<file path="config.mk">
export PLATFORM = sky130hd
export DESIGN_NAME = tdes_cbc_ctrl
export DESIGN_NICKNAME = d
export VERILOG_FILES = /design/src/rtl/tdes_pkg.sv /design/src/rtl/cbc_chain_reg.sv /design/src/rtl/tdes_cbc_ctrl.sv
export SDC_FILE = /design/constraint.sdc
export NUM_CORES = 1
export LEC_CHECK = 0
export BUFFER_PORTS_ARGS = -buffer_cell sky130_fd_sc_hd__buf_2
export CAP_MARGIN = 20
export CORE_AREA = 4 4 275 277
export DETAILED_ROUTE_END_ITERATION = 12
export DIE_AREA = 0 0 279 281
export PLACE_DENSITY = 0.6
export RECOVER_POWER = 25
export SLEW_MARGIN = 20
export SYNTH_ARGS = -nofsm -noshare
export SYNTH_HDL_FRONTEND = slang
export SYNTH_SLANG_ARGS = --single-unit
</file>
<file path="constraint.sdc">
create_clock -name clk_i -period 5.2 [get_ports clk_i]
set_input_delay 1.3 -clock clk_i [delete_from_list [all_inputs] [get_ports clk_i]]
set_output_delay 1.3 -clock clk_i [all_outputs]
set_load 0.05 [all_outputs]
</file>
<file path="src/rtl/tdes_pkg.sv">
// Shared types and constants for the TDES CBC front-end and its chain register.
package tdes_pkg;

  localparam int unsigned BLOCK_W = 64;
  localparam int unsigned KEY_W   = 64;

  localparam logic MODE_ENC = 1'b0;
  localparam logic MODE_DEC = 1'b1;

  typedef enum logic [1:0] {
    ST_IDLE  = 2'd0,
    ST_ISSUE = 2'd1,
    ST_WAIT  = 2'd2,
    ST_OUT   = 2'd3
  } state_t;

  // Request presented to the tdes core; held stable until the next accept.
  typedef struct packed {
    logic               mode;
    logic [0:KEY_W-1]   key1;
    logic [0:KEY_W-1]   key2;
    logic [0:KEY_W-1]   key3;
    logic [0:BLOCK_W-1] data;
  } core_req_t;

endpackage

</file>
<file path="src/rtl/cbc_chain_reg.sv">
// CBC chain value and saved ciphertext, with the IV select and the XOR muxing
// applied on issue (encrypt) and on result (decrypt).
module cbc_chain_reg
  import tdes_pkg::*;
#(
  parameter bit CBC_EN = 1'b1
) (
  input  logic               clk_i,
  input  logic               reset_i,
  input  logic               take_i,
  input  logic               start_i,
  input  logic               mode_i,
  input  logic [0:BLOCK_W-1] iv_i,
  input  logic [0:BLOCK_W-1] data_i,
  input  logic               result_i,
  input  logic               mode_q_i,
  input  logic [0:BLOCK_W-1] core_data_i,
  output logic [0:BLOCK_W-1] issue_data_c,
  output logic [0:BLOCK_W-1] result_data_c
);

  logic [0:BLOCK_W-1] chain_q;
  logic [0:BLOCK_W-1] saved_ct_q;
  logic [0:BLOCK_W-1] chain_sel;

  // ECB forces a zero XOR operand, so start_i and iv_i have no effect.
  always_comb begin
    chain_sel     = '0;
    issue_data_c  = data_i;
    result_data_c = core_data_i;
    if (CBC_EN) begin
      chain_sel = start_i ? iv_i : chain_q;
      if (mode_i == MODE_ENC) begin
        issue_data_c = data_i ^ chain_sel;
      end
      if (mode_q_i == MODE_DEC) begin
        result_data_c = core_data_i ^ chain_q;
      end
    end
  end

  always_ff @(posedge clk_i or negedge reset_i) begin
    if (!reset_i) begin
      chain_q    <= '0;
      saved_ct_q <= '0;
    end else if (CBC_EN) begin
      if (take_i) begin
        chain_q <= chain_sel;
        if (mode_i == MODE_DEC) begin
          saved_ct_q <= data_i;
        end
      end else if (result_i) begin
        chain_q <= (mode_q_i == MODE_ENC) ? core_data_i : saved_ct_q;
      end
    end
  end

endmodule

</file>
<file path="src/rtl/tdes_cbc_ctrl.sv">
// CBC chaining front-end between the host block stream and the tdes core;
// one block in flight, result held until the consumer takes it.
module tdes_cbc_ctrl
  import tdes_pkg::*;
#(
  parameter bit CBC_EN = 1'b1
) (
  input  logic               clk_i,
  input  logic               reset_i,
  input  logic               mode_i,
  input  logic               start_i,
  input  logic [0:BLOCK_W-1] iv_i,
  input  logic [0:KEY_W-1]   key1_i,
  input  logic [0:KEY_W-1]   key2_i,
  input  logic [0:KEY_W-1]   key3_i,
  input  logic [0:BLOCK_W-1] data_i,
  input  logic               valid_i,
  output logic               accept_o,
  output logic [0:BLOCK_W-1] data_o,
  output logic               valid_o,
  input  logic               ready_i,
  output logic               core_mode_o,
  output logic [0:KEY_W-1]   core_key1_o,
  output logic [0:KEY_W-1]   core_key2_o,
  output logic [0:KEY_W-1]   core_key3_o,
  output logic [0:BLOCK_W-1] core_data_o,
  output logic               core_valid_o,
  input  logic               core_ready_i,
  input  logic [0:BLOCK_W-1] core_data_i,
  input  logic               core_valid_i,
  output logic               err_o
);

  state_t             state_q;
  core_req_t          req_q;
  logic               take;
  logic               chain_result;
  logic [0:BLOCK_W-1] issue_data_c;
  logic [0:BLOCK_W-1] result_data_c;

  assign accept_o     = (state_q == ST_IDLE) && core_ready_i;
  assign take         = valid_i && accept_o;
  assign chain_result = (state_q == ST_WAIT) && core_valid_i;

  assign core_mode_o = req_q.mode;
  assign core_key1_o = req_q.key1;
  assign core_key2_o = req_q.key2;
  assign core_key3_o = req_q.key3;
  assign core_data_o = req_q.data;

  cbc_chain_reg #(
    .CBC_EN(CBC_EN)
  ) u_chain (
    .clk_i         (clk_i),
    .reset_i       (reset_i),
    .take_i        (take),
    .start_i       (start_i),
    .mode_i        (mode_i),
    .iv_i          (iv_i),
    .data_i        (data_i),
    .result_i      (chain_result),
    .mode_q_i      (req_q.mode),
    .core_data_i   (core_data_i),
    .issue_data_c  (issue_data_c),
    .result_data_c (result_data_c)
  );

  // core_valid_o is raised on the accept edge so it is high for exactly the ISSUE cycle.
  always_ff @(posedge clk_i or negedge reset_i) begin
    if (!reset_i) begin
      state_q      <= ST_IDLE;
      req_q        <= '0;
      core_valid_o <= 1'b0;
      data_o       <= '0;
      valid_o      <= 1'b0;
      err_o        <= 1'b0;
    end else begin
      core_valid_o <= 1'b0;
      if (core_valid_i && (state_q != ST_WAIT)) begin
        err_o <= 1'b1;
      end
      case (state_q)
        ST_IDLE: begin
          if (take) begin
            req_q.mode   <= mode_i;
            req_q.key1   <= key1_i;
            req_q.key2   <= key2_i;
            req_q.key3   <= key3_i;
            req_q.data   <= issue_data_c;
            core_valid_o <= 1'b1;
            state_q      <= ST_ISSUE;
          end
        end
        ST_ISSUE: begin
          state_q <= ST_WAIT;
        end
        ST_WAIT: begin
          if (core_valid_i) begin
            data_o  <= result_data_c;
            valid_o <= 1'b1;
            state_q <= ST_OUT;
          end
        end
        ST_OUT: begin
          if (ready_i) begin
            valid_o <= 1'b0;
            state_q <= ST_IDLE;
          end
        end
        default: begin
          state_q <= ST_IDLE;
        end
      endcase
    end
  end

endmodule

</file>
==> summary.txt <==
Clock network
  – Clk sink count: 454
  – Clk root buf: clkbuf_16
  – Clock transition at path regs: about 0.060 ns
  – CTS Buf Count: 53
  – Post-CTS Repair Setup Buffers: 0
  – Htree depth: 2
  – CTS tree: yes
  – Clock Latency Late Sink: 0.59 ns
  – Maximum root-to-sink buffer count: 3
  – Number of gates resized after cts: 0
  – Hold buffers post-CTS: 0

Finish
  – Layout Area Growth over Synthesis: 30.5%
  – Multi-input combinational cell area: 8410 sq um
  – # fillers: 7,467
  – Share of layout cells above drive strength 1: 0.322
  – Storage element area: 11,400 sq um
  – Fin nets: 3,133

Worst setup path
  – Crit. End Element: async pin
  – Startpoint types: input port
  – FF-to-FF End: u_chain.chain_q[35]
  – Largest stage delay on the critical path: 1.71 ns
  – CP arrival: between 3 and 4 ns
  – Largest delay contributor family on the critical path: buffers and inverters
  – Crit path cell chain: buf_8, clkbuf_2
  – Critical R2R Launch: state_q[0]
  – Bufs and invs on worst path: 2
  – Crit Path Max Fanout: 105
  – CP required: 5.43 ns
  – Setup CP Type: in2async
  – Reg2reg path depth: 6
  – Slowest cell on the critical path: clkbuf_2
  – Reg2reg setup slack: 2.06 ns

Job
  – # Max-Cap Violations: 4

Hold path
  – Hold worst-path end: err_o
  – Worst hold path class: reg2reg
  – HP Start: err_o
  – Cell depth of the worst hold path: 1

Power and ir drop
  – Internal: 10.2 mW
  – Seq pwr share: 0.318
  – Max VDD drop: 0.463 mV
  – Leakage: between 10 and 15 nW
  – Pwr dens: 745 nW/um^2
  – Sw Ratio: 0.487
  – Gate power share: 0.483
  – Total power: between 15 and 20 mW
  – Part of the power in the clock network: 0.199
  – P_sw: 9.71 mW

Route
  – Post-DR vias/cell: 4.64
  – Routed vias: approximately 17,000
  – Routed Antenna Nets: 0
  – Drt pass-1 iters: 5
  – Routed WL per cell: approximately 20 um
  – Residual DRC: 0
  – DRT iter0 DRCs: 1,005
  – Final WL: approximately 75 mm

Global route
  – Met3 Usage GRT: 0.0488
  – Vias in the first global route: 17,361
  – Tot GR Track Use: 0.180
  – GRT Max-Usage Layer: met2
  – Grt met2 use: 0.302
  – Met1 Use GR: 0.225
  – Largest net degree at the start of global routing: 159
  – First-pass GRT wire length: roughly 110 mm
  – Initial antenna violation count: 36
  – Global route overflow: 0

Placement
  – Placement Setup Slack: 1.96 ns
  – Port bufs: 716
  – GP Congestion: around 0.82
  – Detail Placement HPWL: approximately 53 mm

Synthesis
  – Synth warn: 0
  – Cells after synthesis: about 2,100
  – Seq/Total Area, Yosys: 0.553
  – Yosys top cell area share: 0.553
  – Post-synth design cell area: 20,500 sq um
  – Yosys reg bits: 454
  – Main area contributors after synthesis: dfrtp_1 55%, nand2_1 13%, mux2i_1 6.2%
  – Dominant cell type by area after synthesis: dfrtp_1
  – Post-Syn Area per Cell: roughly 10 sq um
  – Number of flops mapped to enable cells by yosys: 0
  – Top_reg_cell synth: dfrtp_1
  – Synth Net Count: 2,486
  – Async set or reset register ratio after synthesis: 1.00
  – Synth cell types: 31

Timing
  – RSZ-0062 raised after global routing: false
  – Measured slew at the worst slew-check pin: 2.25 ns
  – PnR worst setup slack: 1.63 ns
  – Final Max Slew Viols: just over 200
  – Layout Skew: 0.0108 ns
  – Fin Hold WS: 0.453 ns
  – Final Hold Viols: 0
  – Final setup vio count: 0
  – Worst slew margin: -0.497
  – Crit share post-route: 0.687
  – Min cycle time layout: 3.57 ns
  – Fmax: 0.280 GHz
  – Accumulated negative setup slack: 0 ns

Die
  – Ports: 717
  – Die area: roughly 78,000 sq um
  – Die height: 281 um
  – Die W: approximately 280 um
  – Initial core utilization: 0.282
  – # rows: 99
  – Core box area: between 70,000 and 80,000 sq um

Outcome
  – Status: finished, violations left
  – Failing checks: capacitance limit, slew limit
==> cells in the mapped netlist (all sizes together), types with 2 or more instances <==
cell    count
clkbuf     57
a211o      56
dfrtp     454
and2        2
o21ai     185
a21oi      57
nor2       65
nor3        8
a31oi      64
buf        91
mux2       65
nand2     708
a221o       8
ha          3
or3        64
xor2       64
mux2i     128
inv         4
==> registers in the layout, summed over array words and instances, names as in the netlist <==
signal / count
core_key1_o: 64
core_valid_o: 1
core_key2_o: 64
core_key3_o: 64
u_chain.saved_ct_q: 64
data_o: 64
valid_o: 1
u_chain.chain_q: 64
core_mode_o: 1
state_q: 2
core_data_o: 64
err_o: 1
==> cell type report <==
cell class | count | share of cell area
diodes | 22 | 0.00206
clock buffers | 80 | 0.0616
clock inverters | 16 | 0.00803
inverters | 5 | 0.00117
multi-input cells | 1484 | 0.314
flip-flops and latches | 454 | 0.424
well taps | 959 | 0.0448
repair buffers | 740 | 0.144
==> metal layers <==
layer	up-vias	wire, um
li1	8333	-
met1	8360	30400
met2	576	36400
met3	141	5470
met4	18	2180
met5	-	109
==> layout by cell type, fill, tap and decap left out, drive strengths merged, types with 8 or more instances in the layout <==
cell type  netlist  layout
a211o           56      56
a21oi           57      57
a221o            8       8
a31oi           64      64
buf             91     734
clkbuf          57      86
clkinv           1       9
dfrtp          454     454
diode            0      22
mux2            65      65
mux2i          128     128
nand2          708     708
nor2            65      65
nor3             8       8
o21ai          185     185
or3             64      64
xor2            64      64
==> worst max-delay path by stage <==
stage	end	startpoint	cells after the start	slack, ns
6_report	core_key3_o[42]	reset_i	2	1.63
5_1_grt	core_key1_o[4]	reset_i	2	1.15
4_1_cts	core_mode_o	core_mode_o	1	1.78
3_5_place_dp	core_data_o[24]	start_i	5	1.96
3_3_place_gp	core_data_o[20]	start_i	5	1.98
2_1_floorplan	accept_o	core_ready_i	1	2.19
==> stage by stage <==
| stage | area, sq um | std cells | utilization |
|---|---|---|---|
| 2_1_floorplan | 20500 | 2091 | - |
| 3_3_place_gp | 24900 | 3642 | 0.342 |
| 3_5_place_dp | 24900 | 3642 | 0.342 |
| 4_1_cts | 26800 | 3738 | 0.368 |
| 5_1_grt | 26800 | 3753 | 0.368 |
| 6_report | 26800 | 3760 | 0.368 |
==> power by group through the flow <==
stage	Clock, mW	Combinational [mW]	Sequential [mW]
2_1_floorplan	0	3.12	10.3
3_3_place_gp	0	9.65	6.36
3_5_place_dp	0	9.75	6.37
4_1_cts	4.07	9.75	6.34
5_1_grt	4.21	10.3	6.55
6_report	3.96	9.64	6.35
==> cells by family after synthesis <==
| logic type | after synthesis | synth area share |
|---|---|---|
| simple gates | 850 | 0.165 |
| flops | 454 | 0.553 |
| compound gates | 374 | 0.108 |
| mux | 193 | 0.107 |
| buf+inv | 153 | 0.0378 |
| xor+xnor | 64 | 0.0273 |
| fa+ha+maj | 3 | 0.00183 |
No activity file was read; power rests on OpenSTA's default activity.
